===== src/rtl/syndrome_pkg.sv =====
// Shared types and defaults for the fault-dictionary syndrome collector.
package syndrome_pkg;

  localparam int TST_COUNT_DEF = 370;
  localparam int DW_DEF        = 9;

  typedef enum logic [1:0] {
    IDLE,
    COLLECT,
    DONE
  } state_t;

  // "No detection yet" marker for first_det: all ones at the given index width.
  function automatic int unsigned first_none(input int iw);
    return (32'd1 << iw) - 32'd1;
  endfunction

endpackage


===== src/rtl/syndrome_collector_if.sv =====
// Response-pair input channel and syndrome result channel of the collector.
interface syndrome_collector_if #(
  parameter int TST_COUNT = 370,
  parameter int DW        = 9
);
  localparam int IW = $clog2(TST_COUNT);

  logic                 start;
  logic                 resp_valid;
  logic                 resp_ready;
  logic                 resp_last;
  logic [DW-1:0]        good_resp;
  logic [DW-1:0]        fault_resp;
  logic                 syn_valid;
  logic                 syn_ready;
  logic [TST_COUNT-1:0] syndrome;
  logic                 detected;
  logic [IW:0]          det_count;
  logic [IW-1:0]        first_det;
  logic [IW:0]          vec_count;
  logic                 overrun;

  modport master (
    output start, resp_valid, resp_last, good_resp, fault_resp, syn_ready,
    input  resp_ready, syn_valid, syndrome, detected, det_count, first_det,
           vec_count, overrun
  );

  modport slave (
    input  start, resp_valid, resp_last, good_resp, fault_resp, syn_ready,
    output resp_ready, syn_valid, syndrome, detected, det_count, first_det,
           vec_count, overrun
  );

endinterface


===== src/rtl/syn_index_counter.sv =====
// Vector counter: count doubles as vec_count, its low bits as the syndrome index.
module syn_index_counter #(
  parameter int TST_COUNT = 370,
  parameter int IW        = $clog2(TST_COUNT)
) (
  input  logic          clk,
  input  logic          rst_n,
  input  logic          clear,
  input  logic          inc,
  output logic [IW:0]   count,
  output logic [IW-1:0] index,
  output logic          terminal
);

  // NOTE: sequential state uses non-blocking assignments so every flop samples pre-edge values.
  always_ff @(posedge clk or negedge rst_n) begin
    if (!rst_n) begin
      count <= '0;
    end else if (clear) begin
      count <= '0;
    end else if (inc) begin
      count <= count + (IW+1)'(1);
    end
  end

  assign index    = count[IW-1:0];
  assign terminal = (count == (IW+1)'(TST_COUNT - 1));

endmodule


===== src/rtl/syndrome_collector.sv =====
// Collects one fault's per-vector mismatch bits and detection statistics,
// then offers the result on a valid/ready channel.
module syndrome_collector
  import syndrome_pkg::*;
#(
  parameter int TST_COUNT = TST_COUNT_DEF,
  parameter int DW        = DW_DEF
) (
  input logic              clk,
  input logic              rst_n,
  syndrome_collector_if.slave bus
);

  localparam int IW = $clog2(TST_COUNT);
  localparam logic [IW-1:0] FIRST_NONE = IW'(first_none(IW));

  state_t        state;
  logic          accept;
  logic          clear;
  logic          mismatch;
  logic          terminal;
  logic [IW-1:0] index;
  logic [IW:0]   count;

  // A start pulse while collecting wins over the beat presented in the same cycle.
  assign accept   = (state == COLLECT) && bus.resp_valid && bus.resp_ready && !bus.start;
  assign clear    = bus.start && (state != DONE);
  // Case inequality so X/Z on either response is reported as a detection.
  assign mismatch = (bus.good_resp !== bus.fault_resp);

  syn_index_counter #(
    .TST_COUNT (TST_COUNT),
    .IW        (IW)
  ) u_index (
    .clk      (clk),
    .rst_n    (rst_n),
    .clear    (clear),
    .inc      (accept),
    .count    (count),
    .index    (index),
    .terminal (terminal)
  );

  assign bus.vec_count = count;
  assign bus.detected  = |bus.syndrome;

  // NOTE: the wide syndrome register is reset so a reset mid-collection leaves no stale bits.
  always_ff @(posedge clk or negedge rst_n) begin
    if (!rst_n) begin
      state          <= IDLE;
      bus.resp_ready <= 1'b0;
      bus.syn_valid  <= 1'b0;
      bus.syndrome   <= '0;
      bus.det_count  <= '0;
      bus.first_det  <= FIRST_NONE;
      bus.overrun    <= 1'b0;
    end else if (clear) begin
      state          <= COLLECT;
      bus.resp_ready <= 1'b1;
      bus.syndrome   <= '0;
      bus.det_count  <= '0;
      bus.first_det  <= FIRST_NONE;
      bus.overrun    <= 1'b0;
    end else begin
      unique case (state)
        COLLECT: begin
          if (accept) begin
            bus.syndrome[index] <= mismatch;
            if (mismatch) begin
              bus.det_count <= bus.det_count + (IW+1)'(1);
              if (bus.first_det == FIRST_NONE) bus.first_det <= index;
            end
            if (bus.resp_last || terminal) begin
              state          <= DONE;
              bus.resp_ready <= 1'b0;
              bus.syn_valid  <= 1'b1;
              bus.overrun    <= !bus.resp_last;
            end
          end
        end
        DONE: begin
          if (bus.syn_ready) begin
            state         <= IDLE;
            bus.syn_valid <= 1'b0;
          end
        end
        default: ;
      endcase
    end
  end

endmodule


===== src/flat_wrapper.sv =====
// flat-port wrapper written by rule: the top's interface ports become plain ports
module syndrome_collector_flat import syndrome_pkg::*;
#(
  parameter int TST_COUNT = TST_COUNT_DEF,
  parameter int DW        = DW_DEF
)
  (clk, rst_n, bus_start, bus_resp_valid, bus_resp_last, bus_good_resp, bus_fault_resp, bus_syn_ready, bus_resp_ready, bus_syn_valid, bus_syndrome, bus_detected, bus_det_count, bus_first_det, bus_vec_count, bus_overrun);
  syndrome_collector_if #(.TST_COUNT(TST_COUNT), .DW(DW)) bus_i ();
  input logic clk;
  input logic rst_n;
  input wire logic [$bits(bus_i.start)-1:0] bus_start;
  input wire logic [$bits(bus_i.resp_valid)-1:0] bus_resp_valid;
  input wire logic [$bits(bus_i.resp_last)-1:0] bus_resp_last;
  input wire logic [$bits(bus_i.good_resp)-1:0] bus_good_resp;
  input wire logic [$bits(bus_i.fault_resp)-1:0] bus_fault_resp;
  input wire logic [$bits(bus_i.syn_ready)-1:0] bus_syn_ready;
  output wire logic [$bits(bus_i.resp_ready)-1:0] bus_resp_ready;
  output wire logic [$bits(bus_i.syn_valid)-1:0] bus_syn_valid;
  output wire logic [$bits(bus_i.syndrome)-1:0] bus_syndrome;
  output wire logic [$bits(bus_i.detected)-1:0] bus_detected;
  output wire logic [$bits(bus_i.det_count)-1:0] bus_det_count;
  output wire logic [$bits(bus_i.first_det)-1:0] bus_first_det;
  output wire logic [$bits(bus_i.vec_count)-1:0] bus_vec_count;
  output wire logic [$bits(bus_i.overrun)-1:0] bus_overrun;
  assign bus_i.start = bus_start;
  assign bus_i.resp_valid = bus_resp_valid;
  assign bus_i.resp_last = bus_resp_last;
  assign bus_i.good_resp = bus_good_resp;
  assign bus_i.fault_resp = bus_fault_resp;
  assign bus_i.syn_ready = bus_syn_ready;
  assign bus_resp_ready = bus_i.resp_ready;
  assign bus_syn_valid = bus_i.syn_valid;
  assign bus_syndrome = bus_i.syndrome;
  assign bus_detected = bus_i.detected;
  assign bus_det_count = bus_i.det_count;
  assign bus_first_det = bus_i.first_det;
  assign bus_vec_count = bus_i.vec_count;
  assign bus_overrun = bus_i.overrun;
  syndrome_collector #(.TST_COUNT(TST_COUNT), .DW(DW)) u_core (.clk(clk), .rst_n(rst_n), .bus(bus_i));
endmodule

===== config.mk =====
export PLATFORM = sky130hd
export DESIGN_NAME = syndrome_collector_flat
export DESIGN_NICKNAME = d
export VERILOG_FILES = /design/src/rtl/syndrome_pkg.sv /design/src/rtl/syndrome_collector_if.sv /design/src/rtl/syn_index_counter.sv /design/src/rtl/syndrome_collector.sv /design/src/flat_wrapper.sv
export SDC_FILE = /design/constraint.sdc
export NUM_CORES = 1
export LEC_CHECK = 0
export ABC_CLOCK_PERIOD_IN_PS = 2250
export BUFFER_PORTS_ARGS = -buffer_cell sky130_fd_sc_hd__clkbuf_2
export CAP_MARGIN = 20
export CORE_MARGIN = 4
export CORE_UTILIZATION = 30
export DETAILED_ROUTE_END_ITERATION = 10
export SYNTH_ARGS = -nofsm -noshare
export SYNTH_HDL_FRONTEND = slang
export SYNTH_SLANG_ARGS = --single-unit

===== constraint.sdc =====
create_clock -name clk -period 2.25 [get_ports clk]
set_clock_uncertainty 0.1 [all_clocks]
set_input_delay 0.1125 -clock clk [delete_from_list [all_inputs] [get_ports clk]]
set_output_delay 0.1125 -clock clk [all_outputs]
set_load 0.02 [all_outputs]

==> impl_metrics.json <==
{
  "drc": 0,
  "wl_um": 83000,
  "yosysMostFrequentCell": "dfrtp_1",
  "rows": 90,
  "ys_types": 55,
  "synth-main-ff-cell": "dfrtp_1",
  "p_sw_w": 0.00463,
  "grt_pass1_vias": 17790,
  "grt_pass1_wl_um": 117000,
  "synth_common_cells": "dfrtp_1, a21oi_1, a311oi_1, clkbuf_1, nor4_1",
  "period_needed_ns": 2.96,
  "drt.antenna.violating_nets": 0,
  "antenna_found_initial": 0,
  "drt-vias-per-instance": 5.92,
  "synth-edff-count": 0,
  "cts.sink_count": 404,
  "cts_inserted_buffers": 47,
  "final_nets": 2336,
  "antenna_cells": 0,
  "worstPathRequired_ns": 2.04,
  "hold_viol": 0,
  "dr.first_iter.drc_count": 1950,
  "initial_core_util_pct": 30.4,
  "cts-root-buf": "clkbuf_16",
  "comb_power_share_pct": 12.0,
  "overflow": 0,
  "grt_setup_unrepaired": "yes",
  "synth-async-reset-ratio_pct": 100,
  "yosysSeqAreaShare_pct": 54.9,
  "wl_per_cell_um": 26.6,
  "synth_area_mm2": 0.0184,
  "cts_tree": "yes",
  "synth_nets": 1765,
  "synth.area.top_cells": "dfrtp_1, a311oi_1, a21oi_1, nor4_1, clkbuf_1",
  "start_kind": "flop",
  "fin_ws_ns": -0.709,
  "syn_area_per_cell_um2": 10.6,
  "ys_warn_count": 0,
  "status": "complete, but fails checks",
  "grt.total_usage_pct": 22.9,
  "ys_ff_latch": 404,
  "worstMarginPinSlew_ns": 0.713,
  "port-buffer-count": 426,
  "cp.arrival_ns": 2.75,
  "clockBufferDepth": 3,
  "max_slew_margin_pct": 52.5,
  "pwr-share-clk_pct": 44.8,
  "final_core_util_pct": 43.5,
  "yosysTopAreaCell": "dfrtp_1",
  "dieArea_mm2": 0.0655,
  "power_leakage_nw": 11.9,
  "die_w_um": 256,
  "power.internal_w": 0.0129,
  "worstSetupPathType": "flop to output port",
  "violations": "negative setup slack",
  "synth_top_area_share_pct": 53.6,
  "design.core.area_mm2": 0.0606,
  "ioPinCount": 427,
  "max_cap_viol_count": 0,
  "cts_htree_levels": 2,
  "crit_fanout": 2,
  "postSynthCellCount": 1734,
  "num_vias": 18480,
  "holdWs_ns": 0.00845,
  "cp-end-kind": "output port",
  "switching_share_pct": 26.4,
  "fin_crit_sh_pct": 132,
  "hp-class": "input pin to async pin",
  "dr.pass1.iters": 6,
  "area_growth_pct": 42.8,
  "clkTransAtPathRegs_ns": 0.06,
  "grt_max_degree": 67,
  "max_freq_ghz": 0.338,
  "power.density_mw_per_mm2": 665,
  "fp.dieH_um": 256,
  "dp_hpwl_um": 52800,
  "drv_slew": 0,
  "place_congestion": 0.858,
  "seq_power_share_pct": 43.1,
  "insertion_delay_ns": 0.58,
  "drive_gt1_share_pct": 39.8,
  "ir_worst_vdd_mv": 0.590,
  "finalSetupViolations": 10
}
-- registers in the layout, summed over array words and instances (netlist names) --
signal / cells
u_core.bus.syn_valid: 1
u_core.u_index.count: 10
u_core.bus.syndrome: 370
u_core.bus.first_det: 9
u_core.bus.overrun: 1
u_core.bus.resp_ready: 1
u_core.bus.det_count: 10
u_core.state: 2
-- power groups by stage --
stage               Combinational (W)  Clock, W  Sequential [W]
detailed placement            0.00180         0         0.00767
CTS                           0.00193   0.00799         0.00755
global placement              0.00177         0         0.00766
finish                        0.00211   0.00786         0.00755
floorplan                    0.000866         0         0.00777
global route                  0.00227   0.00830         0.00756
-- critical path: stages, from the launching register on --
cell      delay [ns]
dfrtp_1         0.40
nor4_4          0.30
buf_4           0.15
nand4_1         0.18
nor4_4          0.32
buf_4           0.17
and4_4          0.26
nand4_1         0.18
clkbuf_8        0.21
-- worst paths after layout --
check,to,startpoint,slack [ns],cells after the start
setup / recovery,bus_detected,u_core.bus.syndrome[296],-0.71,8
hold / removal,u_core.bus.syndrome[32],rst_n,0.008,2
setup reg to reg,u_core.bus.syndrome[163],u_core.state[1],-0.07,10
hold reg to reg,u_core.bus.first_det[3],u_core.bus.first_det[3],0.39,2
max in group asynchronous,u_core.bus.syndrome[84],rst_n,1.14,3
min in group clk,u_core.bus.det_count[0],bus_resp_valid,0.06,4
-- cell usage in the layout (no fill, tap or decap), drive strengths merged, types with 3 or more instances in the layout --
master and count:
buf 310, bufinv 5, a21oi 338, o211ai 9, nand2 75, o311ai 5, o31ai 10, xnor2 12
nor3 10, o21ai 15, inv 12, dlygate4sd3 4, a211oi 4, nand3 11, a311oi 333, dfrtp 395
nand4 28, or4 4, or3b 4, clkinv 8, and2 3, nand2b 7, or3 3, xor2 5
nand3b 3, nor4 100, o41ai 3, clkbuf 503, dfstp 9, mux2i 27, ha 7, nor2 60
-- metrics by stage --
step	setup slack (ns)	power [W]	cells	area (um^2)	setup TNS, ns
final	-0.709	0.0175	3120	26300	-0.855
after global routing	-0.804	0.0181	3120	26300	-2.40
after CTS	-0.835	0.0175	3090	25600	-0.843
after detailed placement	-0.822	0.00948	2997	23700	-3.58
after global placement	-0.790	0.00942	2997	23700	-1.31
after floorplan	0.136	0.00864	1734	18400	0
-- kinds of logic after synthesis --
group / count (synthesis) / synth area share (%)
AOI/OAI and AO/OA: 723 / 27.0
xor gates and xnor gates: 17 / 0.807
muxes: 27 / 1.47
DFF: 404 / 54.9
and+or+nand+nor: 316 / 9.79
buffers and inverters: 240 / 5.59
adders and majority gates: 7 / 0.475
-- metal layers --
layer	wire [um]	vias to the layer above	GRT usage, %	share of wire (%)
met5	0	-	0	0
met4	3240	0	7.80	3.9
met3	7200	155	6.06	8.7
met2	38400	995	36.1	46
met1	34100	9309	30.8	41
li1	-	8021	-	-
-- area by class of cell --
| type | instances | area [um^2] |
|---|---|---|
| Clock buffer | 66 | 1340 |
| Clock inverter | 16 | 219 |
| Fill cell | 5702 | 34200 |
| Inverter | 10 | 37.5 |
| Multi-Input combinational cell | 1090 | 7720 |
| Sequential cell | 404 | 10100 |
| Tap cell | 782 | 978 |
| Timing Repair Buffer | 752 | 5930 |
-- repair_timing --
item | 4_1_cts | 5_1_grt
endpoints found under the hold margin | 375 | 0
cloned | 3 | 12
hold buffers | 4 | 0
pin swaps | 23 | 61
endpoints found under the setup margin | 141 | 139
buffers inserted | 6 | 19
resized for setup | 32 | 64
No activity file was read; power rests on OpenSTA's default activity.
